--- src/rtl/keypad_pkg.sv ---
// keypad_pkg: scan states, key code width helper and active-low levels
// shared between the keypad scanner and the game FSM key decode.
package keypad_pkg;

  typedef logic [1:0] scan_state_t;

  localparam scan_state_t ST_SCAN = 2'd0;
  localparam scan_state_t ST_DEB  = 2'd1;
  localparam scan_state_t ST_HELD = 2'd2;
  localparam scan_state_t ST_REL  = 2'd3;

  localparam logic ACT_LO  = 1'b0;
  localparam logic IDLE_HI = 1'b1;

  function automatic int key_w(input int rows, input int cols);
    return $clog2(rows * cols);
  endfunction

endpackage

--- src/rtl/keypad_scan_fifo.sv ---
// key_fifo: small synchronous FIFO; a pop on a full FIFO frees the slot
// for a push in the same cycle.
module key_fifo #(
  parameter int W     = 4,
  parameter int DEPTH = 4
) (
  input  logic         clk,
  input  logic         rst,
  input  logic         push,
  input  logic         pop,
  input  logic [W-1:0] din,
  output logic [W-1:0] head,
  output logic         full,
  output logic         empty
);

  localparam int AW = $clog2(DEPTH);

  logic [W-1:0]  mem [DEPTH];
  logic [AW-1:0] wp, rp;
  logic [AW:0]   cnt;
  logic          wr, rd;

  assign full  = cnt == (AW+1)'(DEPTH);
  assign empty = cnt == '0;
  assign rd    = pop && !empty;
  assign wr    = push && (!full || rd);
  assign head  = mem[rp];

  always_ff @(posedge clk) begin
    if (wr) mem[wp] <= din;
  end

  always_ff @(posedge clk) begin
    if (rst) begin
      wp  <= '0;
      rp  <= '0;
      cnt <= '0;
    end else begin
      if (wr) wp <= wp + 1'b1;
      if (rd) rp <= rp + 1'b1;
      if (wr && !rd) cnt <= cnt + 1'b1;
      else if (rd && !wr) cnt <= cnt - 1'b1;
    end
  end

endmodule

--- src/rtl/keypad_scan.sv ---
// keypad_scan: row-scanning matrix keypad front end with debounce,
// ghost rejection, optional auto-repeat and a small key FIFO.
module keypad_scan
  import keypad_pkg::*;
#(
  parameter int ROWS         = 4,
  parameter int COLS         = 4,
  parameter int SCAN_DIV     = 1000,
  parameter int DEBOUNCE     = 8,
  parameter int FIFO_DEPTH   = 4,
  parameter int REPEAT_DELAY = 0,
  parameter int REPEAT_RATE  = 64,
  localparam int KW          = key_w(ROWS, COLS)
) (
  input  logic            clk,
  input  logic            rst,
  input  logic [COLS-1:0] columna,
  output logic [ROWS-1:0] fila,
  output logic [KW-1:0]   key_code,
  output logic            key_valid,
  input  logic            key_ready,
  output logic            key_held,
  output logic            overflow
);

  localparam int DW  = $clog2(SCAN_DIV);
  localparam int RW  = $clog2(ROWS);
  localparam int CW  = $clog2(COLS);
  localparam int RPW = (REPEAT_DELAY > 0) ? $clog2(REPEAT_DELAY + 1) : 1;
  localparam int RTW = $clog2(REPEAT_RATE + 1);

  logic [COLS-1:0] col_s1, col_s2;
  logic [DW-1:0]   div_q;
  scan_state_t     st_q;
  logic [RW-1:0]   row_q, row_nx;
  logic [CW-1:0]   col_q, low_idx;
  logic [7:0]      db_q, db_inc;
  logic [RPW-1:0]  rep_q;
  logic [RTW-1:0]  rate_q;
  logic            held_q, ovf_q;
  logic [COLS-1:0] low;
  logic            tick, one_low, same_key, all_high, db_done;
  logic            rep_at, rep_hit, rate_hit;
  logic            push, pop, full, empty;
  logic [KW-1:0]   code, head;

  assign tick = div_q == DW'(SCAN_DIV - 1);

  always_comb begin
    low     = '0;
    low_idx = '0;
    for (int i = 0; i < COLS; i++) begin
      low[i] = col_s2[i] == ACT_LO;
      if (low[i]) low_idx = CW'(i);
    end
  end

  // exactly one column low; two or more is treated as ghosting
  assign one_low  = (low != '0) && ((low & (low - 1'b1)) == '0);
  assign same_key = low == (COLS'(1) << col_q);
  assign all_high = low == '0;
  assign row_nx   = (row_q == RW'(ROWS - 1)) ? '0 : row_q + 1'b1;
  assign db_inc   = (db_q == 8'hFF) ? db_q : db_q + 8'd1;
  assign db_done  = db_inc == 8'(DEBOUNCE);
  assign rep_at   = rep_q == RPW'(REPEAT_DELAY);
  assign rep_hit  = !rep_at && ((rep_q + 1'b1) == RPW'(REPEAT_DELAY));
  assign rate_hit = rate_q == RTW'(REPEAT_RATE - 1);
  assign code     = KW'(int'(row_q) * COLS + int'(col_q));

  always_comb begin
    push = 1'b0;
    if (tick && same_key) begin
      if (st_q == ST_DEB)
        push = db_done;
      else if (st_q == ST_HELD && REPEAT_DELAY != 0)
        push = rep_at ? rate_hit : rep_hit;
    end
  end

  assign pop = key_ready && !empty;

  always_ff @(posedge clk) begin
    if (rst) begin
      col_s1 <= {COLS{IDLE_HI}};
      col_s2 <= {COLS{IDLE_HI}};
      div_q  <= '0;
      st_q   <= ST_SCAN;
      row_q  <= '0;
      col_q  <= '0;
      db_q   <= '0;
      rep_q  <= '0;
      rate_q <= '0;
      held_q <= 1'b0;
      ovf_q  <= 1'b0;
    end else begin
      col_s1 <= columna;
      col_s2 <= col_s1;
      div_q  <= tick ? '0 : div_q + 1'b1;
      if (push && full && !pop) ovf_q <= 1'b1;
      if (tick) begin
        unique case (1'b1)
          st_q == ST_SCAN: begin
            if (one_low) begin
              col_q  <= low_idx;
              db_q   <= '0;
              rep_q  <= '0;
              rate_q <= '0;
              st_q   <= ST_DEB;
            end else begin
              row_q <= row_nx;
            end
          end
          st_q == ST_DEB: begin
            if (!same_key) begin
              st_q <= ST_SCAN;
            end else begin
              db_q <= db_inc;
              if (db_done) begin
                held_q <= 1'b1;
                st_q   <= ST_HELD;
              end
            end
          end
          st_q == ST_HELD: begin
            if (!same_key) begin
              db_q <= '0;
              st_q <= ST_REL;
            end else if (REPEAT_DELAY != 0) begin
              if (!rep_at) begin
                rep_q  <= rep_q + 1'b1;
                rate_q <= '0;
              end else begin
                rate_q <= rate_hit ? '0 : rate_q + 1'b1;
              end
            end
          end
          st_q == ST_REL: begin
            if (all_high) begin
              db_q <= db_inc;
              if (db_done) begin
                held_q <= 1'b0;
                row_q  <= row_nx;
                st_q   <= ST_SCAN;
              end
            end else if (same_key) begin
              st_q <= ST_HELD;
            end else begin
              db_q <= '0;
            end
          end
          default: st_q <= ST_SCAN;
        endcase
      end
    end
  end

  key_fifo #(
    .W     (KW),
    .DEPTH (FIFO_DEPTH)
  ) u_fifo (
    .clk   (clk),
    .rst   (rst),
    .push  (push),
    .pop   (pop),
    .din   (code),
    .head  (head),
    .full  (full),
    .empty (empty)
  );

  assign fila      = ~(ROWS'(1) << row_q);
  assign key_valid = !empty;
  assign key_code  = empty ? '0 : head;
  assign key_held  = held_q;
  assign overflow  = ovf_q;

endmodule

--- config.mk ---
export PLATFORM = sky130hd
export DESIGN_NAME = keypad_scan
export DESIGN_NICKNAME = d
export VERILOG_FILES = /design/src/rtl/keypad_pkg.sv /design/src/rtl/keypad_scan_fifo.sv /design/src/rtl/keypad_scan.sv
export SDC_FILE = /design/constraint.sdc
export NUM_CORES = 1
export LEC_CHECK = 0
export ABC_AREA = 1
export ABC_CLOCK_PERIOD_IN_PS = 3000
export CORE_ASPECT_RATIO = 1.5
export CORE_MARGIN = 1.5
export CORE_UTILIZATION = 56
export CTS_BUF_LIST = sky130_fd_sc_hd__clkbuf_4 sky130_fd_sc_hd__clkbuf_8
export CTS_CLUSTER_DIAMETER = 100
export DETAILED_ROUTE_END_ITERATION = 7
export PLACE_DENSITY = 0.79
export SLEW_MARGIN = 0
export SYNTH_ARGS = -nofsm -noshare
export SYNTH_HDL_FRONTEND = slang
export SYNTH_HIERARCHICAL = 1
export SYNTH_SLANG_ARGS = --single-unit
--- constraint.sdc ---
create_clock -name clk -period 3 [get_ports clk]
set_clock_uncertainty 0.15 [all_clocks]
set_input_delay 0.45 -clock clk [delete_from_list [all_inputs] [get_ports clk]]
set_output_delay 0.45 -clock clk [all_outputs]
set_load 0.005 [all_outputs]
Word-level counts from Yosys, hierarchy flattened

Memory sizes are Yosys's and may differ from the RTL's. A register that Yosys moved wholly into a read port is not among the register bits.
Index checks and enable logic that the tools add are counted.

Flip-flop bits (word level): 41
RAM bits: 16
Input bits: 7
Word-level logic and storage cells: 115
Memories: 1

Add/subtract/negate cells: 9
Equal/unequal tests: 19
Shift-type cells: 2
Multiplexer cells: 36
Bitwise operators: 6
Reductions and logical operators: 30

Memories:

| name       | words | width | read ports | clocked after memory_dff | write ports | RTL line               | source |
|---|---|---|---|---|---|---|---|
| u_fifo.mem | 4     | 4     | 1          | 1                        | 1           | keypad_scan_fifo.sv:19 | `logic [W-1:0] mem [DEPTH];` |

Operators by type and width:

| operator                | count |
|---|---|
| $mux W8                 | 5 |
| $pmux W8 S4             | 1 |
| $mux W2                 | 15 |
| $ne A2 B2 Y1 const B    | 7 |
| $reduce_and A6 Y1       | 2 |
| $add A10 B1 Y10 const B | 1 |
| $eq A10 B10 Y1 const B  | 1 |
| $logic_and A1 B1 Y1     | 9 |
| $mux W1                 | 9 |
| $ne A3 B3 Y1 const B    | 3 |
| $add A8 B1 Y8 const B   | 1 |
| $eq A8 B4 Y1 const B    | 1 |
| $eq A8 B8 Y1 const B    | 1 |
| $logic_not A4 Y1        | 2 |
| $pmux W2 S4             | 1 |
| $reduce_bool A4 Y1      | 2 |
| $shl A1 B2 Y4 const A   | 2 |
| $add A2 B1 Y2 const B   | 3 |
| $eq A2 B2 Y1 const B    | 3 |
| $mux W3                 | 2 |
| $reduce_bool A2 Y1      | 3 |
| $logic_not A1 Y1        | 5 |
| $reduce_and A5 Y1       | 1 |
| $add A4 B2 Y4           | 1 |
| 18 further kinds        | 21 |

Depth between registers and ports, before layout

Word-level depth: 10
Depth in mapped cells: 21
Depth with buffers taken out: 21

Modules after synthesis

The synthesis kept the hierarchy.

By module, submodules not included:

| module      | instances | cells each | area an instance (um^2) | seq. area each (um^2) |
|---|---|---|---|---|
| keypad_scan | 1         | 284        | 1940.6                  | 680.7 |
| key_fifo    | 1         | 111        | 1118.6                  | 660.6 |

Least setup slack after synthesis

No wires, ideal clock.

Path kind: register -> register
Start point: register db_q[0]
End point: register u_fifo.cnt[2]
Library setup time: 113 ps
Data arrival time: 2507 ps
Required time: 2737 ps
Path slack: 230 ps
Cell stages (with the launch flop): 22
Buffers on the path: 0
Cells stage by stage: dfxtp_1 ha_1 nand2_4 nor2_4 nand2_2 nand2_1 nand2_1 nand2_1 nor2_2 nand2_2 nor3_4 nand2_2 inv_1 ha_1 inv_1 fa_1 inv_1 nand2_1 nand3_1 nand2_1 nand2_1 nor2_1

Longest elaborated chain between the ends: 9
Elaborated cells on any way between the ends: 12
Those cells by class: 1 x add/sub; 2 x eq/ne; 4 x mux; 5 x reduce/logical

Ends and longest elaborated chain:

| what                                                 | RTL line               | source |
|---|---|---|
| start: declaration                                   | keypad_scan.sv:37      | `logic [7:0] db_q, db_inc;` |
| start signal: assignment                             | keypad_scan.sv:117     | `db_q <= db_inc;` |
| start signal: assignment                             | keypad_scan.sv:139     | `db_q <= db_inc;` |
| $add A8 B1 Y8 / $eq A8 B8 Y1 (equally long branches) | keypad_scan.sv:63      | `assign db_inc = (db_q == 8'hFF) ? db_q : db_q + 8'd1;` |
| $mux W8 *                                            | keypad_scan.sv:63      |  |
| $eq A8 B4 Y1 *                                       | keypad_scan.sv:64      | `assign db_done = db_inc == 8'(DEBOUNCE);` |
| $mux W1 *                                            | keypad_scan.sv:73      | `if (st_q == ST_DEB)` |
| $mux W1 *                                            | keypad_scan.sv:72      | `if (tick && same_key) begin` |
| via push                                             | keypad_scan.sv:44      | `logic push, pop, full, empty;` |
| $logic_and A1 B1 Y1 *                                | keypad_scan_fifo.sv:27 | `assign wr = push && (!full \|\| rd);` |
| via u_fifo.wr                                        | keypad_scan_fifo.sv:22 | `logic wr, rd;` |
| $logic_not A1 Y1                                     | keypad_scan_fifo.sv:43 | `else if (rd && !wr) cnt <= cnt - 1'b1;` |
| $logic_and A1 B1 Y1                                  | keypad_scan_fifo.sv:43 |  |
| $reduce_bool A2 Y1 (no line)                         | --                     |  |
| end signal: assignment                               | keypad_scan_fifo.sv:42 | `if (wr && !rd) cnt <= cnt + 1'b1;` |
| end signal: assignment                               | keypad_scan_fifo.sv:43 |  |
| end: declaration                                     | keypad_scan_fifo.sv:21 | `logic [AW:0] cnt;` |

The timed path passes the listed nets; every way through them passes the cells marked *.
A chain may end at the register's enable or synchronous reset.

Final worst setup path

Start point: register db_q[1]
End point: register u_fifo.cnt[2]

Same word-level chain as after synthesis.

==> reports/qor.yml <==
finalWorstPathRequiredPeriod_ps: 2810
final.setup.tns_ps: 0
synth_area_um2: 3060
overflow: 0
clock_latency_ps: 330
leakagePower_uw: 0.00157
clk_pin_slew_ps: 60
syn_nets: 414
period_share_pct: 93.6
cts_buffers: 9
cts_buffer_depth: 2
worst_slew_pin_slew_ps: 412
fillers: 416
critPathTopFamily: "simple AND/OR/NAND/NOR gates"
outcome: "finished clean"
detail-route-antenna-nets: 0
vdd_drop_max_mv: 0.256
seq_area_frac_synth_pct: 43.8
syn_to_final_growth_pct: 16.8
die_h_um: 93.5
power_switching_uw: 307
critPathBufInv: 3
drt-initial-drc-count: 69
coreArea_um2: 5200
critPathLaunchType: "register"
grt_first_pass_wirelength_mm: 9.65
r2r_slack_ps: 190
initial_core_util_pct: 58.8
place_ws_ps: 69.2
end_kind: "register"
drive_gt1_share_pct: 17.3
die_area_um2: 5920
die_w_um: 63.4
cpMaxStageDelayCell: "dfxtp_4"
synth_warnings: 6
synth_ff_type: "dfxtp_1"
slowest_delay_ps: 380
grt_max_degree: 23
maxCapViolCount: 0
synth_edf_count: 16
worst-path-max-fanout: 5
rows: 32
path_cells: "ha_4 -> nand2_4 -> nor2_4 -> nand3b_1 -> nand2_1 -> nand2_1 -> nor2_2 -> nand2_2 -> nor3_4 -> nand2_2 -> inv_1 -> ha_1 -> inv_1 -> fa_2 -> inv_1 -> nand2_1 -> nand3_1 -> nand2_1 -> nand2_1 -> nor2_1"
num_vias: 2503
cp_common_cell: "nand2_1"
cts_htree_levels: 3
avgSynthCellArea_um2: 7.74
slew_violations: 0
grt_antenna_before_repair: 0
port_buffers: 17
fin_ws_ps: 192
fin_nets: 447
power_density_nw_per_um2: 424
fmax_mhz: 356
total_power_uw: 1520
rsz0062_at_grt: "no"
io_pins: 18
diodes: 0
dr.pass1.iters: 4
required_ps: 3070
hold_buffers: 0
cts_num_sinks: 59
power.internal_uw: 1210
synth_cells: 395
grt_usage_pct: 20.7
switching_share_pct: 20.2
dp_hpwl_mm: 4.10
sequentialPowerShare_pct: 54.4
wl_per_cell_um: 11.2
drc: 0
setup-violations-final: 0
max_slew_margin_pct: 72.4
tritoncts: "done"
root_buffer: "clkbuf_8"
routed_via_density: 5.00
gp_congestion: 0.896
ys_ff_latch: 59
crit_arrival_ps: 2880
async_flop_share_pct: 0
hold_violations: 0
grt_pass1_vias: 2355
clkPwrFrac_pct: 42.7
p_comb_share_pct: 2.9
routed_wl_mm: 5.59
criticalPathCategory: "register to register"
min_path_type: "register to register"
synthDistinctLibCells: 35
-- routing by layer --
metal  GRT usage, %  up-vias  routed length [um]
met5              0        -                   0
met4           11.6        0                 150
met3           4.69       10                 197
li1               -     1316                   -
met2           39.4       53                3090
met1           20.1     1124                2150
-- placed cells by master, fill, tap and decap left out, types with 2 or more instances in the layout --
cell,count
inv_1,59
inv_2,3
nand2_1,81
nand3_2,7
xor2_1,2
or2_2,8
dfxtp_2,3
clkbuf_8,11
nand2_2,7
o21ai_0,15
clkdlybuf4s50_1,17
buf_4,8
a21oi_1,22
and3_1,2
nand2_4,4
nor2_4,5
nor2_2,3
edfxtp_1,16
nor3b_1,2
o21ai_1,3
nand3_1,20
a21oi_2,3
nor3_1,3
o22ai_1,5
nor2_1,54
clkbuf_4,3
clkinv_1,2
nand4_1,4
dfxtp_4,2
ha_1,10
dfxtp_1,38
-- synth_stat cells (4+ instances only) --
cell | count | area share (%)
o21ai_0 | 15 | 2.5
nand2_2 | 8 | 1.6
edfxtp_1 | 16 | 16
nand3_2 | 6 | 2.0
dfxtp_1 | 43 | 28
a21oi_1 | 23 | 3.8
or2_2 | 8 | 1.6
o22ai_1 | 5 | 1.0
inv_1 | 59 | 7.2
nand4_1 | 4 | 0.82
ha_1 | 11 | 4.5
nor2_4 | 5 | 1.8
nand2_1 | 81 | 9.9
nand3_1 | 21 | 3.4
nor2_1 | 54 | 6.6
-- logic make-up (layout without fill, tap and decap cells) --
family	after synthesis	in the layout	share of synthesized area [%]
buffers and inverters	67	105	8.75
XOR/XNOR	2	2	0.573
AO/OA/AOI/OAI	51	51	9.37
AND/OR/NAND/NOR	204	204	32.3
adder cells (fa/ha/maj)	12	12	5.15
flip-flops	59	59	43.8
-- stage by stage --
step | hold slack [ps] | cells | utilization [%] | instance area [um^2]
final | 256 | 501 | 68.7 | 3570
after CTS | 259 | 496 | 67.2 | 3500
after detailed placement | 243 | 480 | 63.6 | 3310
after global placement | 242 | 480 | 63.6 | 3310
after global routing | 283 | 501 | 68.7 | 3570
after floorplan | 239 | 395 | - | 3060
-- area by class of cell --
cell class	instances	area, um^2	area share [%]
Multi-Input combinational cell	269	1480	41.4
Inverter	64	240	6.72
Clock inverter	2	12.5	0.350
Tap cell	68	85.1	2.38
Clock buffer	14	174	4.87
Timing Repair Buffer	25	230	6.44
Sequential cell	59	1350	37.9
-- state kept, by name, summed over array words and instances, names as in the netlist, named ones only --
| signal | flops |
|---|---|
| u_fifo/mem | 16 |
| div_q | 10 |
| db_q | 8 |
| col_s1 | 4 |
| col_s2 | 4 |
| u_fifo/cnt | 3 |
| col_q | 2 |
| row_q | 2 |
| st_q | 2 |
| u_fifo/rp | 2 |
| u_fifo/wp | 2 |
| key_held | 1 |
| overflow | 1 |
-- final timing paths --
kind | start | end | depth (start not counted)
worst max-delay path | db_q[1] | u_fifo/cnt[2] | 20
worst min-delay path | col_s1[3] | col_s2[3] | 1
worst max register to register | db_q[1] | u_fifo/cnt[2] | 20
worst min register to register | col_s1[3] | col_s2[3] | 1
-- power groups by stage --
| stage | clock [uW] | sequential, uW | combinational [uW] |
|---|---|---|---|
| 2_1_floorplan | 0 | 842 | 29.0 |
| 3_3_place_gp | 0 | 843 | 43.8 |
| 3_5_place_dp | 0 | 844 | 44.3 |
| 4_1_cts | 671 | 827 | 44.5 |
| 5_1_grt | 703 | 825 | 50.4 |
| 6_report | 648 | 825 | 44.1 |
-- what timing repair did --
action,in CTS,in global routing
gates resized for setup,0,13
setup endpoints to repair,0,2
buffers inserted,0,5
No activity file was read; power rests on OpenSTA's default activity.
